$ cat config.mk
export PLATFORM = sky130hd
export DESIGN_NAME = fw_rv_skid_buffer
export DESIGN_NICKNAME = d
export VERILOG_FILES = /design/src/rtl/fw_rv_skid_buffer.sv
export SDC_FILE = /design/constraint.sdc
export NUM_CORES = 1
export LEC_CHECK = 0
export ABC_AREA = 1
export CORE_MARGIN = 5
export CORE_UTILIZATION = 31
export CTS_BUF_LIST = sky130_fd_sc_hd__clkbuf_2 sky130_fd_sc_hd__clkbuf_4 sky130_fd_sc_hd__clkbuf_8
export CTS_CLUSTER_SIZE = 40
export DETAILED_ROUTE_END_ITERATION = 10
export DONT_BUFFER_PORTS = 1
export PLACE_DENSITY_LB_ADDON = 0.05
export SKIP_LAST_GASP = 1
export SLEW_MARGIN = 20
export SYNTH_ARGS = -nofsm -noshare
export SYNTH_HDL_FRONTEND = slang
export SYNTH_SLANG_ARGS = --single-unit
$ cat constraint.sdc
create_clock -name clock -period 1.53 [get_ports clock]
set_input_delay 0.153 -clock clock [delete_from_list [all_inputs] [get_ports clock]]
set_output_delay 0.153 -clock clock [all_outputs]
set_load 0.05 [all_outputs]
$ cat src/rtl/fw_rv_skid_buffer.sv
// Two-entry ready/valid register slice: every output, i_ready included, comes
// straight from a flop so neither the ready nor the valid/data path is combinational.
module fw_rv_skid_buffer #(
  parameter int WIDTH = 8
) (
  input  logic             clock,
  input  logic             reset,
  input  logic [WIDTH-1:0] i_dat,
  input  logic             i_valid,
  output logic             i_ready,
  output logic [WIDTH-1:0] o_dat,
  output logic             o_valid,
  input  logic             o_ready,
  output logic [1:0]       level
);

  // state | meaning
  // EMPTY | nothing held, o_valid low
  // BUSY  | main holds the head beat
  // FULL  | main holds the head beat, skid holds the next one; i_ready low
  typedef enum logic [1:0] {
    EMPTY = 2'd0,
    BUSY  = 2'd1,
    FULL  = 2'd2
  } state_t;

  state_t           state;
  logic [WIDTH-1:0] main_reg;
  logic [WIDTH-1:0] skid_reg;

  assign o_dat = main_reg;

  // Derived outputs are loaded together with the next state so they stay registered.
  always_ff @(posedge clock or posedge reset) begin
    if (reset) begin
      state    <= EMPTY;
      main_reg <= '0;
      skid_reg <= '0;
      o_valid  <= 1'b0;
      i_ready  <= 1'b1;
      level    <= 2'd0;
    end else begin
      case (state)
        EMPTY: begin
          if (i_valid) begin
            state    <= BUSY;
            main_reg <= i_dat;
            o_valid  <= 1'b1;
            i_ready  <= 1'b1;
            level    <= 2'd1;
          end
        end
        BUSY: begin
          if (i_valid && o_ready) begin
            main_reg <= i_dat;
          end else if (i_valid) begin
            state    <= FULL;
            skid_reg <= i_dat;
            i_ready  <= 1'b0;
            level    <= 2'd2;
          end else if (o_ready) begin
            state    <= EMPTY;
            o_valid  <= 1'b0;
            level    <= 2'd0;
          end
        end
        FULL: begin
          if (o_ready) begin
            state    <= BUSY;
            main_reg <= skid_reg;
            i_ready  <= 1'b1;
            level    <= 2'd1;
          end
        end
        default: begin
          state    <= EMPTY;
          o_valid  <= 1'b0;
          i_ready  <= 1'b1;
          level    <= 2'd0;
        end
      endcase
    end
  end

endmodule

==> metrics.txt <==
status=completed; wire length on met2=approximately 900 um; largest net degree at the start of global routing=21; r2r startpoint=state[0]$_DFFE_PP0P_; vias post-DR=796; Max-Cap Viols=0; Worst Setup SP=state[0]$_DFFE_PP0P_; first-pass GRT wire length=around 3.8 mm; Detailed Route Iter0 Violations=28; htree depth=1; sequential element share of the synthesized area=between 40 and 50%; RSZ-0062 raised after global routing=no; setup TNS=0 ns; All-Layer GR Usage=between 10% and 20%; # clock sinks=20; Layout area overhead=20.3%; Fillers=between 300 and 400; DR pass1 iterations=4; vias in the first global route=between 700 and 800; die footprint=4600 sq um; Root Driver=clkbuf_4; Layout Skew=0.00209 ns; Top Layer Used=met4; crit path DAT=around 1.6 ns; Pwr Density=between 1500 and 2000 nW/um^2; wl on met1=~1.1 mm; antenna violations before repair=0; Die Wd=67.8 um; Reg2Reg Depth=6; hold crit path type=primary input to flop; maximum vdd ir drop=between 0.5 and 0.6 mV; most frequent cells in the layout=49 x nand2_1, 19 x nand3_1, 18 x dfrtp_1; register-to-register setup slack=0.13 ns; final setup vio count=0; Syn. warnings=0; Fmax=between 700 and 800 MHz; antenna-violating nets left=0; Die Span Y=roughly 68 um; # Post-CTS Setup Buffers=0; CTS tree=built; CP endpoint=o_dat[2]$_DFFE_PP0P_; syn nets=between 100 and 150; Final period util=between 90% and 100%; final worst slack=approximately 0.13 ns; Layout Nets=151; clock-pin slew on the worst setup and hold paths=about 0.12 ns; clk buf depth=2; antenna cells=0; final WL=roughly 2.2 mm; Mapped Cells=around 120; RePlAce Congestion=0.649; Remaining Overflow, GRT=0; Area contributors post-synth=dfrtp_1 46%, nand2_1 18%, nand3_1 9.2%, o21ai_2 6.8%, inv_1 4.3%; synthesis-stage register bit count=20; latest clock arrival within the worst-skew pair=0.30 ns; TritonCTS buffer count=3; Slew HR=about 67%; FP Rows=21; CP Launch Type=flop; initial core utilization=31.5%; WP data required=~1.7 ns; syn avg cell area=8.35 sq um; DP Wirelength=between 1.5 and 2 mm; met3 wire length=about 170 um; Hold Fails Final Rpt=0; drt via density=roughly 4.3; post-synthesis cell area=a little over 1000 sq um; port bufs=0; commonest non-fill, non-tap cell in the layout=nand2_1; io pins=24; Synth cell types=17; CORE AREA=about 3300 sq um; FF-to-FF End=o_dat[2]$_DFFE_PP0P_; crit path max fanout=13; drt wl/cell=approximately 12 um; Yosys top cell by area=dfrtp_1; Setup crit end kind=flop; top-area cell type share of the netlist area=~46%; Max Slew Vio Count=0; min cycle time layout=around 1.4 ns; # DRC=0; LEAKAGE=0.646 nW; critical path class=flop to flop; share of cells above drive strength 1=between 10% and 20%; worst slew pin tran=0.499 ns; Post-Place Worst Slack=about 0.11 ns
what timing repair did:
action	in CTS	in global routing
resized for setup	0	1
hold endpoints to repair	28	0
endpoints found under the setup margin	0	3
hold buffers	10	0
worst min path at each step:
stage,startpoint,end,slack (ns),depth (start not counted)
after floorplan,reset,o_dat[0]$_DFFE_PP0P_,0.12,1
after global placement,reset,state[0]$_DFFE_PP0P_,0.09,2
after detailed placement,reset,o_dat[1]$_DFFE_PP0P_,0.09,2
after CTS,i_dat[0],o_dat[0]$_DFFE_PP0P_,0.05,4
after global routing,i_dat[0],o_dat[0]$_DFFE_PP0P_,0.08,4
final,i_dat[0],o_dat[0]$_DFFE_PP0P_,0.07,4
metal layers:
layer | vias to the layer above | track usage, %
met1 | 352 | 15.0
met5 | - | 0
met2 | 21 | 16.4
li1 | 421 | -
met3 | 2 | 3.78
met4 | 0 | 4.47
worst max-delay path, stage by stage, from the launching register on:
cell and delay (ns):
dfrtp_1 0.45, inv_2 0.22, nand2_2 0.19, o21ai_4 0.16, nand2_4 0.13, nand2_1 0.09, nand2_1 0.06
cell usage after synthesis:
cell type and number:
nand2_1 49, nor2_4 1, nand3b_1 1, dfrtp_1 19
nand3_4 1, buf_6 1, nand2_4 1, o21ai_2 8
o21ai_0 3, nand2_2 1, buf_2 1, buf_4 2
o21ai_4 2, nand3_1 19, inv_2 2, dfstp_2 1
inv_1 12
through the flow:
| step | util [%] | power (mW) | instances | instance area [sq um] | hold WS (ns) |
|---|---|---|---|---|---|
| 3_5_place_dp | 33.3 | 1.72 | 170 | 1090 | 0.0914 |
| 5_1_grt | 37.9 | 2.31 | 184 | 1250 | 0.0773 |
| 2_1_floorplan | - | 1.61 | 124 | 1040 | 0.116 |
| 3_3_place_gp | 33.3 | 1.71 | 170 | 1090 | 0.0902 |
| 6_report | 37.9 | 2.15 | 184 | 1250 | 0.0734 |
| 4_1_cts | 37.9 | 2.19 | 184 | 1240 | 0.0525 |
logic make-up (layout without fill, tap and decap cells):
| kind of cell | Yosys count | after routing | share of synthesized area (%) |
|---|---|---|---|
| AO/OA/AOI/OAI | 13 | 13 | 11.4 |
| buffers and inverters | 18 | 32 | 8.09 |
| flip-flops | 20 | 20 | 48.4 |
| AND/OR/NAND/NOR | 73 | 73 | 32.1 |
where the power goes:
group | internal (mW) | switching (mW)
combinational | 0.196 | 0.303
clock | 0.265 | 0.174
sequential | 0.725 | 0.491
cell type report:
cell class,count,area (sq um),area share [%]
clock buffer,3,22.5,1.81
clock inverter,1,30.0,2.41
tap,46,57.6,4.62
inverter,14,52.6,4.22
sequential,20,503,40.4
multi-input combinational,86,450,36.1
timing repair buffer,14,130,10.4
Note: power is estimated with default switching activity, not from simulation.
